===== config.mk =====
export PLATFORM = sky130hd
export DESIGN_NAME = issue_scheduler
export DESIGN_NICKNAME = d
export VERILOG_FILES = /design/src/rtl/issue_scheduler.sv
export SDC_FILE = /design/constraint.sdc
export NUM_CORES = 2
export LEC_CHECK = 0
export BUFFER_PORTS_ARGS = -buffer_cell sky130_fd_sc_hd__buf_2
export CAP_MARGIN = 10
export CORE_AREA = 4 4 354 356
export CTS_CLUSTER_SIZE = 10
export DETAILED_ROUTE_END_ITERATION = 8
export DIE_AREA = 0 0 358 360
export PLACE_DENSITY = 0.6
export SLEW_MARGIN = 15
export SYNTH_ARGS = -nofsm -noshare
export SYNTH_HDL_FRONTEND = slang
export SYNTH_SLANG_ARGS = --single-unit

===== constraint.sdc =====
create_clock -name clk -period 16.9 [get_ports clk]
set_input_delay 1.69 -clock clk [delete_from_list [all_inputs] [get_ports clk]]
set_output_delay 1.69 -clock clk [all_outputs]
set_load 0.02 [all_outputs]

===== src/rtl/issue_scheduler.sv =====
// Multi-issue scheduler: matches ready RS entries to ready FUs of the same class,
// oldest-first by ROB age, with registered issue outputs and an in-flight mask.
module issue_scheduler #(
    parameter int NUM_RS = 8,
    parameter int NUM_FU = 4,
    parameter int ROB_W  = 3,
    parameter int DATA_W = 32,
    parameter int OP_W   = 3,
    parameter logic [2*NUM_FU-1:0] FU_CLASS = 8'h90
) (
    input  logic                     clk,
    input  logic                     reset,
    input  logic                     flush,
    input  logic [ROB_W-1:0]         rob_head,
    input  logic [NUM_RS-1:0]        rs_valid,
    input  logic [2*NUM_RS-1:0]      rs_class,
    input  logic [OP_W*NUM_RS-1:0]   rs_op,
    input  logic [2*NUM_RS-1:0]      rs_btype,
    input  logic [ROB_W*NUM_RS-1:0]  rs_rob,
    input  logic [DATA_W*NUM_RS-1:0] rs_src1,
    input  logic [DATA_W*NUM_RS-1:0] rs_src2,
    input  logic [NUM_FU-1:0]        fu_ready,
    output logic [NUM_FU-1:0]        fu_valid,
    output logic [OP_W*NUM_FU-1:0]   fu_op,
    output logic [2*NUM_FU-1:0]      fu_btype,
    output logic [ROB_W*NUM_FU-1:0]  fu_rob,
    output logic [DATA_W*NUM_FU-1:0] fu_src1,
    output logic [DATA_W*NUM_FU-1:0] fu_src2,
    output logic [NUM_RS-1:0]        rs_consumed
);

    logic [NUM_RS-1:0]        inflight_mask;

    logic [NUM_FU-1:0]        grant_p0;
    logic [NUM_RS-1:0]        taken_p0;
    logic [OP_W*NUM_FU-1:0]   op_p0;
    logic [2*NUM_FU-1:0]      btype_p0;
    logic [ROB_W*NUM_FU-1:0]  rob_p0;
    logic [DATA_W*NUM_FU-1:0] src1_p0;
    logic [DATA_W*NUM_FU-1:0] src2_p0;

    logic                     best_found;
    logic [ROB_W-1:0]         best_age;
    logic [ROB_W-1:0]         age;
    logic [NUM_RS-1:0]        best_onehot;
    logic [OP_W-1:0]          best_op;
    logic [1:0]               best_btype;
    logic [ROB_W-1:0]         best_rob;
    logic [DATA_W-1:0]        best_src1;
    logic [DATA_W-1:0]        best_src2;

    // Stage p0: combinational selection; lower-index FUs claim entries first,
    // strict less-than keeps the lowest entry index on an age tie.
    always_comb begin
        grant_p0    = '0;
        taken_p0    = '0;
        op_p0       = '0;
        btype_p0    = '0;
        rob_p0      = '0;
        src1_p0     = '0;
        src2_p0     = '0;
        best_found  = 1'b0;
        best_age    = '0;
        age         = '0;
        best_onehot = '0;
        best_op     = '0;
        best_btype  = '0;
        best_rob    = '0;
        best_src1   = '0;
        best_src2   = '0;
        for (int i = 0; i < NUM_FU; i++) begin
            best_found  = 1'b0;
            best_age    = '0;
            best_onehot = '0;
            best_op     = '0;
            best_btype  = '0;
            best_rob    = '0;
            best_src1   = '0;
            best_src2   = '0;
            if (fu_ready[i]) begin
                for (int e = 0; e < NUM_RS; e++) begin
                    // Unsigned modular distance from the head makes tag wrap transparent.
                    age = rs_rob[e*ROB_W +: ROB_W] - rob_head;
                    if (rs_valid[e] && !inflight_mask[e] && !taken_p0[e] &&
                        (rs_class[2*e +: 2] == FU_CLASS[2*i +: 2]) &&
                        (!best_found || (age < best_age))) begin
                        best_found  = 1'b1;
                        best_age    = age;
                        best_onehot = '0;
                        best_onehot[e] = 1'b1;
                        best_op     = rs_op[e*OP_W +: OP_W];
                        best_btype  = rs_btype[2*e +: 2];
                        best_rob    = rs_rob[e*ROB_W +: ROB_W];
                        best_src1   = rs_src1[e*DATA_W +: DATA_W];
                        best_src2   = rs_src2[e*DATA_W +: DATA_W];
                    end
                end
            end
            grant_p0[i]                  = best_found;
            taken_p0                     = taken_p0 | best_onehot;
            op_p0[i*OP_W +: OP_W]        = best_op;
            btype_p0[2*i +: 2]           = best_btype;
            rob_p0[i*ROB_W +: ROB_W]     = best_rob;
            src1_p0[i*DATA_W +: DATA_W]  = best_src1;
            src2_p0[i*DATA_W +: DATA_W]  = best_src2;
        end
    end

    // Stage p1: registered issue; data outputs only load on a grant and hold otherwise.
    always_ff @(posedge clk) begin
        if (reset) begin
            fu_valid      <= '0;
            rs_consumed   <= '0;
            inflight_mask <= '0;
            fu_op         <= '0;
            fu_btype      <= '0;
            fu_rob        <= '0;
            fu_src1       <= '0;
            fu_src2       <= '0;
        end else if (flush) begin
            fu_valid      <= '0;
            rs_consumed   <= '0;
            inflight_mask <= '0;
        end else begin
            fu_valid      <= grant_p0;
            rs_consumed   <= taken_p0;
            inflight_mask <= taken_p0;
            for (int i = 0; i < NUM_FU; i++) begin
                if (grant_p0[i]) begin
                    fu_op[i*OP_W +: OP_W]       <= op_p0[i*OP_W +: OP_W];
                    fu_btype[2*i +: 2]          <= btype_p0[2*i +: 2];
                    fu_rob[i*ROB_W +: ROB_W]    <= rob_p0[i*ROB_W +: ROB_W];
                    fu_src1[i*DATA_W +: DATA_W] <= src1_p0[i*DATA_W +: DATA_W];
                    fu_src2[i*DATA_W +: DATA_W] <= src2_p0[i*DATA_W +: DATA_W];
                end
            end
        end
    end

endmodule


---- Word-level counts from Yosys, hierarchy flattened ----
Index checks and enable logic that the tools add are counted.
storage, ports and cells
  register bits ........................... 300
  latch bits .............................. 0
  bits in writable memories ............... 0
  ROM bits ................................ 0
  input port bits ......................... 610
  output and inout port bits .............. 300
  logic and storage cells ................. 607
  memories ................................ 0
operators by class
  $add $sub $neg .......................... 8
  multiply operators ...................... 0
  divide/modulo/power cells ............... 0
  magnitude comparators ................... 28
  equality and inequality tests ........... 16
  shift operators ......................... 0
  muxes and demuxes ....................... 336
  bitwise gates (word level) .............. 4
  reductions and logical operators ........ 193
operators with widths
  operator                                                         count
  32-bit 2-to-1 mux                                                72
  3-bit 2-to-1 mux                                                 128
  8-bit 2-to-1 mux                                                 32
  1-bit logical AND                                                92
  3-bit less-than comparator                                       28
  2-bit 2-to-1 mux                                                 36
  1-bit 2-to-1 mux                                                 68
  1-bit zero test                                                  60
  1-bit logical OR                                                 28
  8-bit bitwise OR                                                 3
  3-bit subtractor                                                 8
  2-bit by 1-bit == test with 1-bit output, second input constant  8
  2-bit == test, second input constant                             8
  2-bit zero test                                                  8
  2-bit AND reduction                                              4
  2-bit OR reduction                                               1
  1-bit inverter                                                   1

---- Depth between registers and ports, before layout ----
  depth in word-level cells ............... 163
  mapped depth ............................ 80
  mapped depth without buffers ............ 71

---- Least setup slack after synthesis ----
Ideal clock, no wire load.
  kind .................................... input-to-reg
  start point ............................. input rob_head[1]
  end point ............................... register fu_btype[3]
  library setup time ...................... 0.069 ns
  arrival ................................. 16.636 ns
  data required time ...................... 16.831 ns
  path slack .............................. 0.196 ns
  stages on the path ...................... 74
  path buffers ............................ 8
  cell sequence ........................... inv_1 fa_1 xor2_1 xor2_1 inv_2 ha_1 a21oi_1 o21a_1 o211ai_1 and2_1 o31ai_1 a21oi_1 o31a_1 a211o_1 or4b_4 a22oi_2 nor3_1 nor2b_1 [... 38 more ...] a21oi_1 ha_1 a21oi_1 o211ai_1 nor2_1 a31o_2 a21oi_2 buf_6 mux2_2 ha_1 or4b_2 or3_1 nor3_1 or3_1 buf_6 buf_6 a41oi_1 o21ai_1
between the ends
  longest elaborated chain between the ends .. 79
  elaborated cells on any way between the ends .. 161
  those cells by class .................... 8 x add/sub; 14 x order compare; 73 x mux; 66 x reduce/logical
RTL lines
  item                                                           line  text
  start: declaration                                             14    input logic [ROB_W-1:0] rob_head,
  3-bit subtractor                                               83    age = rs_rob[e*ROB_W +: ROB_W] - rob_head;
  3-bit 2-to-1 mux                                               84    if (rs_valid[e] && !inflight_mask[e] && !taken_p0[e] &&
  3-bit 2-to-1 mux                                               80    if (fu_ready[i]) begin
  3-bit less-than comparator                                     86    (!best_found || (age < best_age))) begin
  1-bit logical OR                                               86
  1-bit logical AND                                              85    (rs_class[2*e +: 2] == FU_CLASS[2*i +: 2]) &&
  3-bit 2-to-1 mux or 1-bit 2-to-1 mux (tied branches)           84
  3-bit 2-to-1 mux or 1-bit 2-to-1 mux (tied branches)           80
  [... 63 more ...]                                              -
  3-bit 2-to-1 mux or 1-bit 2-to-1 mux (tied branches)           84
  3-bit 2-to-1 mux or 1-bit 2-to-1 mux (tied branches)           80
  3-bit less-than comparator or 1-bit zero test (tied branches)  86
  1-bit logical OR                                               86
  1-bit logical AND                                              85
  1-bit 2-to-1 mux                                               84
  1-bit 2-to-1 mux                                               80
  2-bit AND reduction (no source line)                           -
  end signal: indexed assignment                                 131   fu_btype[2*i +: 2] <= btype_p0[2*i +: 2];
  end: declaration                                               25    output logic [2*NUM_FU-1:0] fu_btype,
Several ways; a longest one is shown, not always the timed one. The select of a mux whose other input is x is not followed.
A chain may end at the register's enable or synchronous reset.

---- Final worst setup path ----
  start point ............................. input rs_rob[3]
  end point ............................... register fu_src2[59]
between the ends
  longest elaborated chain between the ends .. 77
  elaborated cells on any way between the ends .. 152
  those cells by class .................... 1 x add/sub; 14 x order compare; 71 x mux; 66 x reduce/logical
RTL lines
  item                                                           line  text
  start: declaration                                             19    input logic [ROB_W*NUM_RS-1:0] rs_rob,
  3-bit subtractor *                                             83
  3-bit less-than comparator                                     86
  1-bit logical OR                                               86
  1-bit logical AND                                              85
  3-bit 2-to-1 mux or 1-bit 2-to-1 mux (tied branches)           84
  3-bit 2-to-1 mux or 1-bit 2-to-1 mux (tied branches)           80
  3-bit less-than comparator or 1-bit zero test (tied branches)  86
  1-bit logical OR                                               86
  [... 61 more ...]                                              -
  3-bit 2-to-1 mux or 1-bit 2-to-1 mux (tied branches)           84
  3-bit 2-to-1 mux or 1-bit 2-to-1 mux (tied branches)           80
  3-bit less-than comparator or 1-bit zero test (tied branches)  86
  1-bit logical OR                                               86
  1-bit logical AND                                              85
  1-bit 2-to-1 mux                                               84
  1-bit 2-to-1 mux                                               80
  2-bit AND reduction (no source line)                           -
  end signal: indexed assignment                                 134   fu_src2[i*DATA_W +: DATA_W] <= src2_p0[i*DATA_W +: DATA_W];
  end: declaration                                               28    output logic [DATA_W*NUM_FU-1:0] fu_src2,
Every way passes the cells marked *; elsewhere a longest branch is shown, timed or not. The select of a mux whose other input is x is not followed.

==> results <==
- The run finished with clean final reports.
- The timing endpoint of the critical path is fu_src2[59]$_SDFFE_PP0P_.
- The tool flagged a number of max-cap violations equal to 0.
- CTS saw 300 sinks.
- Counting cells, the worst reg-to-reg path comes to 69.
- The region available for standard cell placement spans 0.122 mm².
- The H-tree depth is 2.
- Counting instances in the post-synthesis netlist gives the leading cell types as 1018 x sky130_fd_sc_hd__nor2_1, 844 x sky130_fd_sc_hd__a21oi_1, 597 x sky130_fd_sc_hd__nand2_1.
- Cells fill 35.3% of the core in the end.
- The filler cells instantiated in the layout total 13480.
- The classification of the worst setup path is input port to flip-flop.
- The post-synthesis xor/xnor area fraction is 0.613%.
- The most numerous cell type found on the critical path is sky130_fd_sc_hd__ha_1.
- Summing every instance area after synthesis gives 0.0345 mm².
- The area enclosed by the die boundary is 0.129 mm².
- The analysis attributes to cell leakage a power of 17.6 nW.
- sky130_fd_sc_hd__nor2_1 is the most common cell in the netlist.
- The internal power of the cells totals 1.92 mW.
- During synthesis, Yosys emitted a total of 0 warnings.
- Ranked by total cell area, the synthesized netlist is headed by sky130_fd_sc_hd__dfxtp_1 17%, sky130_fd_sc_hd__a21oi_1 12%, sky130_fd_sc_hd__nor2_1 11%.
- The share of synthesized area in the top cell type comes to 17.4%.
- The worst register-to-register path begins at inflight_mask[0]$_SDFF_PP0_.
- Of the total power, combinational logic draws 47.6%.
- The TritonCTS clock tree is yes.
- The overall overflow remaining after global route is 0.
- After detailed routing, the number of vias per cell comes to 6.23.
- Data on the critical path arrives at its endpoint at 16.40 ns.
- The maximum resistive drop on vdd is 68.0 µV.
- The adder and majority gate portion of the synthesized area is 1.74%.
- Post-CTS timing repair inserted 0 buffers for setup.
- The normalized max-slew margin is 23.2%.
- The count of final hold-check violations is 0.
- For the worst-skew pair, the clock arrives at the later sink with an insertion delay of 0.65 ns.
- The delay of the slowest critical-path stage is 0.69 ns.
- In this run the worst path has a maximum fanout of 31.
- For this block, the initial DRC count from the detailed router was 7026.
- Measured along the y axis, the die boundary spans 360 µm.
- Summing all placed instances gives a cell area of 0.0412 mm².
- Clock-pin slew was measured on the worst setup and hold paths at 0.05 ns.
- The dominant cell type by area after synthesis is sky130_fd_sc_hd__dfxtp_1.
- Counting flops and latches in the post-synthesis netlist gives 300.
- The number of placement rows is 128.
- Entering global routing, the biggest net connects 146 pins.
- The areal power density over the cells is 80.3 mW/mm².
- The number of slew-limit violations in the final report is 0.
- The required time reported for the critical path endpoint is 17.43 ns.
- The post-synthesis cell count is 5509.
- The first global-routing pass estimated 321 mm of wire.
- The quantity of hold-fixing buffers added after cts is 0.
- The leading register cell type out of synthesis is sky130_fd_sc_hd__dfxtp_1.
- The standard cell with the maximum stage delay on the critical path is sky130_fd_sc_hd__or4b_2.
- In this run, synthesis inferred 0 flip-flops with an integrated enable.
- The half-perimeter wire length after detailed placement is 168 mm.
- For this run, the post-layout net count is 6787.
- Across all hold checks on the routed design, the worst slack comes to 0.489 ns.
- Overall power consumption after layout is estimated at 3.45 mW.
- The number of different library cells used by synthesis comes to 102.
- The cell area after layout is 0.0430 mm².
- The root cell of the clock tree is sky130_fd_sc_hd__clkbuf_16.
- The number of buffers on the longest clock path is 3.
- The routed wire length is 228 mm.
- The top-level I/O count is 910.
- The die is 358 µm wide.
- In the global route stage, overall resource usage came out at 33.3%.
- The mean area per synthesized cell is 6.26 µm².
- In this run the power spent charging and discharging nets is 1.53 mW.
- The number of I/O port buffers is 909.
- The worst setup path is captured at a flip-flop.
- The worst setup path is launched from an input port.
- The first detailed-routing pass took 9 iterations.
- Summing the areas of all compound-gate instances in the mapped netlist gives 38.8% of the synthesized area.
- The layout cell share with drive strength beyond 1 is 22.3%.
- The sequential cell fraction of total power is 23.1%.
- The most critical setup path has its startpoint at rs_rob[3].
- The sequential fraction of the synthesis area is 17.4%.
- The synthesis-to-layout area growth is 24.6%.
- The power share of the clock group is 29.3%.
- The final critical path takes up 93.9% of the cycle.
- Synthesis produced a netlist with a net count of 6159.
- At the pin with the least slew margin, the transition time is 1.15 ns.
- The highest attainable clock frequency is 63.0 MHz.
- The async set-or-reset flop fraction in the synthesized netlist is 0%.
- The worst-case clock skew is 0.0509 ns.
- After synthesis, the largest family of logic cells by area is compound AO/OA/AOI/OAI gates.
- Of the total power, the share spent switching nets is 44.4%.
- For this run, design rule violations remaining after detail routing come to 0.
- The final estimated routing congestion in global placement is 1.01.
- For this block, the via count after detailed routing is 49206.
- The starting utilization of the core area is 28.4%.
- The average wire length per cell after detail routing is 28.9 µm.
- In this run the worst hold path is classified as flip-flop to flip-flop.
- The synthesized netlist devotes 27.4% of its cell area to simple gates.
- The remaining antenna violation count is 0.
- The endpoint identified for the worst register-to-register timing path is fu_src2[59]$_SDFFE_PP0P_.
- Setup violations remaining at the end of the flow were counted as 0.
- The register-to-register path setup slack is 2.15 ns.
- The number of antenna violations at the first check in global routing is 132.
- The total CTS buffers is 43.
- The clock period minus worst slack is 15.86 ns.
- In the synthesized netlist, mux cells make up 7.07% of the area.
- The via count of the first global-routing pass is 44398.
-- critical path, delay by kind of cell --
kind	cells	cell delay, ns
AO/OA/AOI/OAI	32	5.96
XOR/XNOR	2	0.41
buffers and inverters	9	1.18
multiplexers	2	0.45
adder cells (fa/ha/maj)	8	2.04
AND/OR/NAND/NOR	21	4.61
-- what timing repair did --
action | in CTS | in global routing
hold endpoints to repair | 0 | 0
gates resized for setup | 0 | 2
endpoints found under the setup margin | 0 | 73
-- cell usage in the layout, fill, tap and decap left out, types with 8 or more instances in the layout --
cell / instances
sky130_fd_sc_hd__nor2_1: 1011
sky130_fd_sc_hd__buf_2: 908
sky130_fd_sc_hd__a21oi_1: 840
sky130_fd_sc_hd__nand2_1: 592
sky130_fd_sc_hd__nand3_1: 314
sky130_fd_sc_hd__a211oi_1: 305
sky130_fd_sc_hd__dfxtp_1: 300
sky130_fd_sc_hd__buf_4: 235
sky130_fd_sc_hd__o21ai_0: 185
sky130_fd_sc_hd__mux2i_1: 156
sky130_fd_sc_hd__o211ai_1: 155
sky130_fd_sc_hd__a311oi_1: 145
sky130_fd_sc_hd__diode_2: 106
sky130_fd_sc_hd__nor3_1: 101
sky130_fd_sc_hd__a31oi_1: 88
sky130_fd_sc_hd__a211o_1: 80
sky130_fd_sc_hd__o21ai_1: 76
sky130_fd_sc_hd__nor3b_1: 76
sky130_fd_sc_hd__mux2_2: 71
sky130_fd_sc_hd__a41oi_1: 71
sky130_fd_sc_hd__clkbuf_16: 43
sky130_fd_sc_hd__inv_1: 36
sky130_fd_sc_hd__ha_1: 32
sky130_fd_sc_hd__a21o_1: 16
sky130_fd_sc_hd__buf_12: 14
sky130_fd_sc_hd__nand2b_1: 13
sky130_fd_sc_hd__xnor2_1: 12
sky130_fd_sc_hd__and3_1: 11
sky130_fd_sc_hd__and2_1: 10
sky130_fd_sc_hd__or3_1: 9
sky130_fd_sc_hd__o21a_1: 9
sky130_fd_sc_hd__o31ai_1: 9
sky130_fd_sc_hd__clkbuf_8: 9
sky130_fd_sc_hd__a21oi_4: 8
sky130_fd_sc_hd__fa_1: 8
-- sequential cells by signal, indices dropped and copies added, names as in the netlist --
register / cells
fu_src1: 128
fu_src2: 128
fu_op: 12
fu_rob: 12
fu_btype: 8
inflight_mask: 8
fu_valid: 4
-- metrics by stage --
stage                     instances  setup TNS [ns]  worst slack [ns]
after global placement         7717               0             0.800
final                          7897               0              1.04
after global routing           7864           -2.32            -0.106
after detailed placement       7717               0             0.661
after CTS                      7791               0              1.28
after floorplan                5509               0             0.196
-- cell families (layout without fill, tap and decap cells) --
logic type,after synthesis,count (layout)
muxes,234,234
xor gates and xnor gates,21,21
buffers and inverters,613,1270
DFF,300,300
and+or+nand+nor,2205,2205
adders and majority gates,44,44
AOI/OAI and AO/OA,2092,2092
other,0,106
-- how the worst min path moves through the flow --
stage / from / endpoint / slack, ns / cells after the start
after floorplan: fu_btype[6]$_SDFFE_PP0P_ / fu_btype[6]$_SDFFE_PP0P_ / 0.56 / 2
after global routing: fu_src2[109]$_SDFFE_PP0P_ / fu_src2[109]$_SDFFE_PP0P_ / 0.51 / 2
after CTS: fu_src1[112]$_SDFFE_PP0P_ / fu_src1[112]$_SDFFE_PP0P_ / 0.49 / 2
final: fu_src2[109]$_SDFFE_PP0P_ / fu_src2[109]$_SDFFE_PP0P_ / 0.49 / 2
after global placement: fu_src1[99]$_SDFFE_PP0P_ / fu_src1[99]$_SDFFE_PP0P_ / 0.48 / 2
after detailed placement: fu_src1[99]$_SDFFE_PP0P_ / fu_src1[99]$_SDFFE_PP0P_ / 0.48 / 2
-- area by class of cell --
| type | count | area (µm²) | area share [%] |
|---|---|---|---|
| tap | 1625 | 2030 | 4.73 |
| multi-input combinational | 4596 | 26400 | 61.5 |
| clock inverter | 15 | 264 | 0.614 |
| antenna | 106 | 265 | 0.617 |
| inverter | 38 | 145 | 0.338 |
| timing repair buffer | 1158 | 6600 | 15.4 |
| clock buffer | 59 | 1230 | 2.85 |
| sequential | 300 | 6010 | 14.0 |
-- power groups by stage --
| stage | sequential (mW) | combinational [mW] | clock [mW] |
|---|---|---|---|
| after global placement | 0.810 | 1.59 | 0 |
| after floorplan | 0.867 | 0.872 | 0 |
| after global routing | 0.801 | 1.75 | 1.05 |
| final | 0.797 | 1.64 | 1.01 |
| after detailed placement | 0.811 | 1.59 | 0 |
| after CTS | 0.796 | 1.60 | 1.02 |
-- layer usage --
layer  track usage, %  share of wire, %
met3             9.90                13
met5                0              0.13
met2             51.1                43
met4             19.2               6.5
met1             41.2                38
Note: power is estimated with default switching activity, not from simulation.
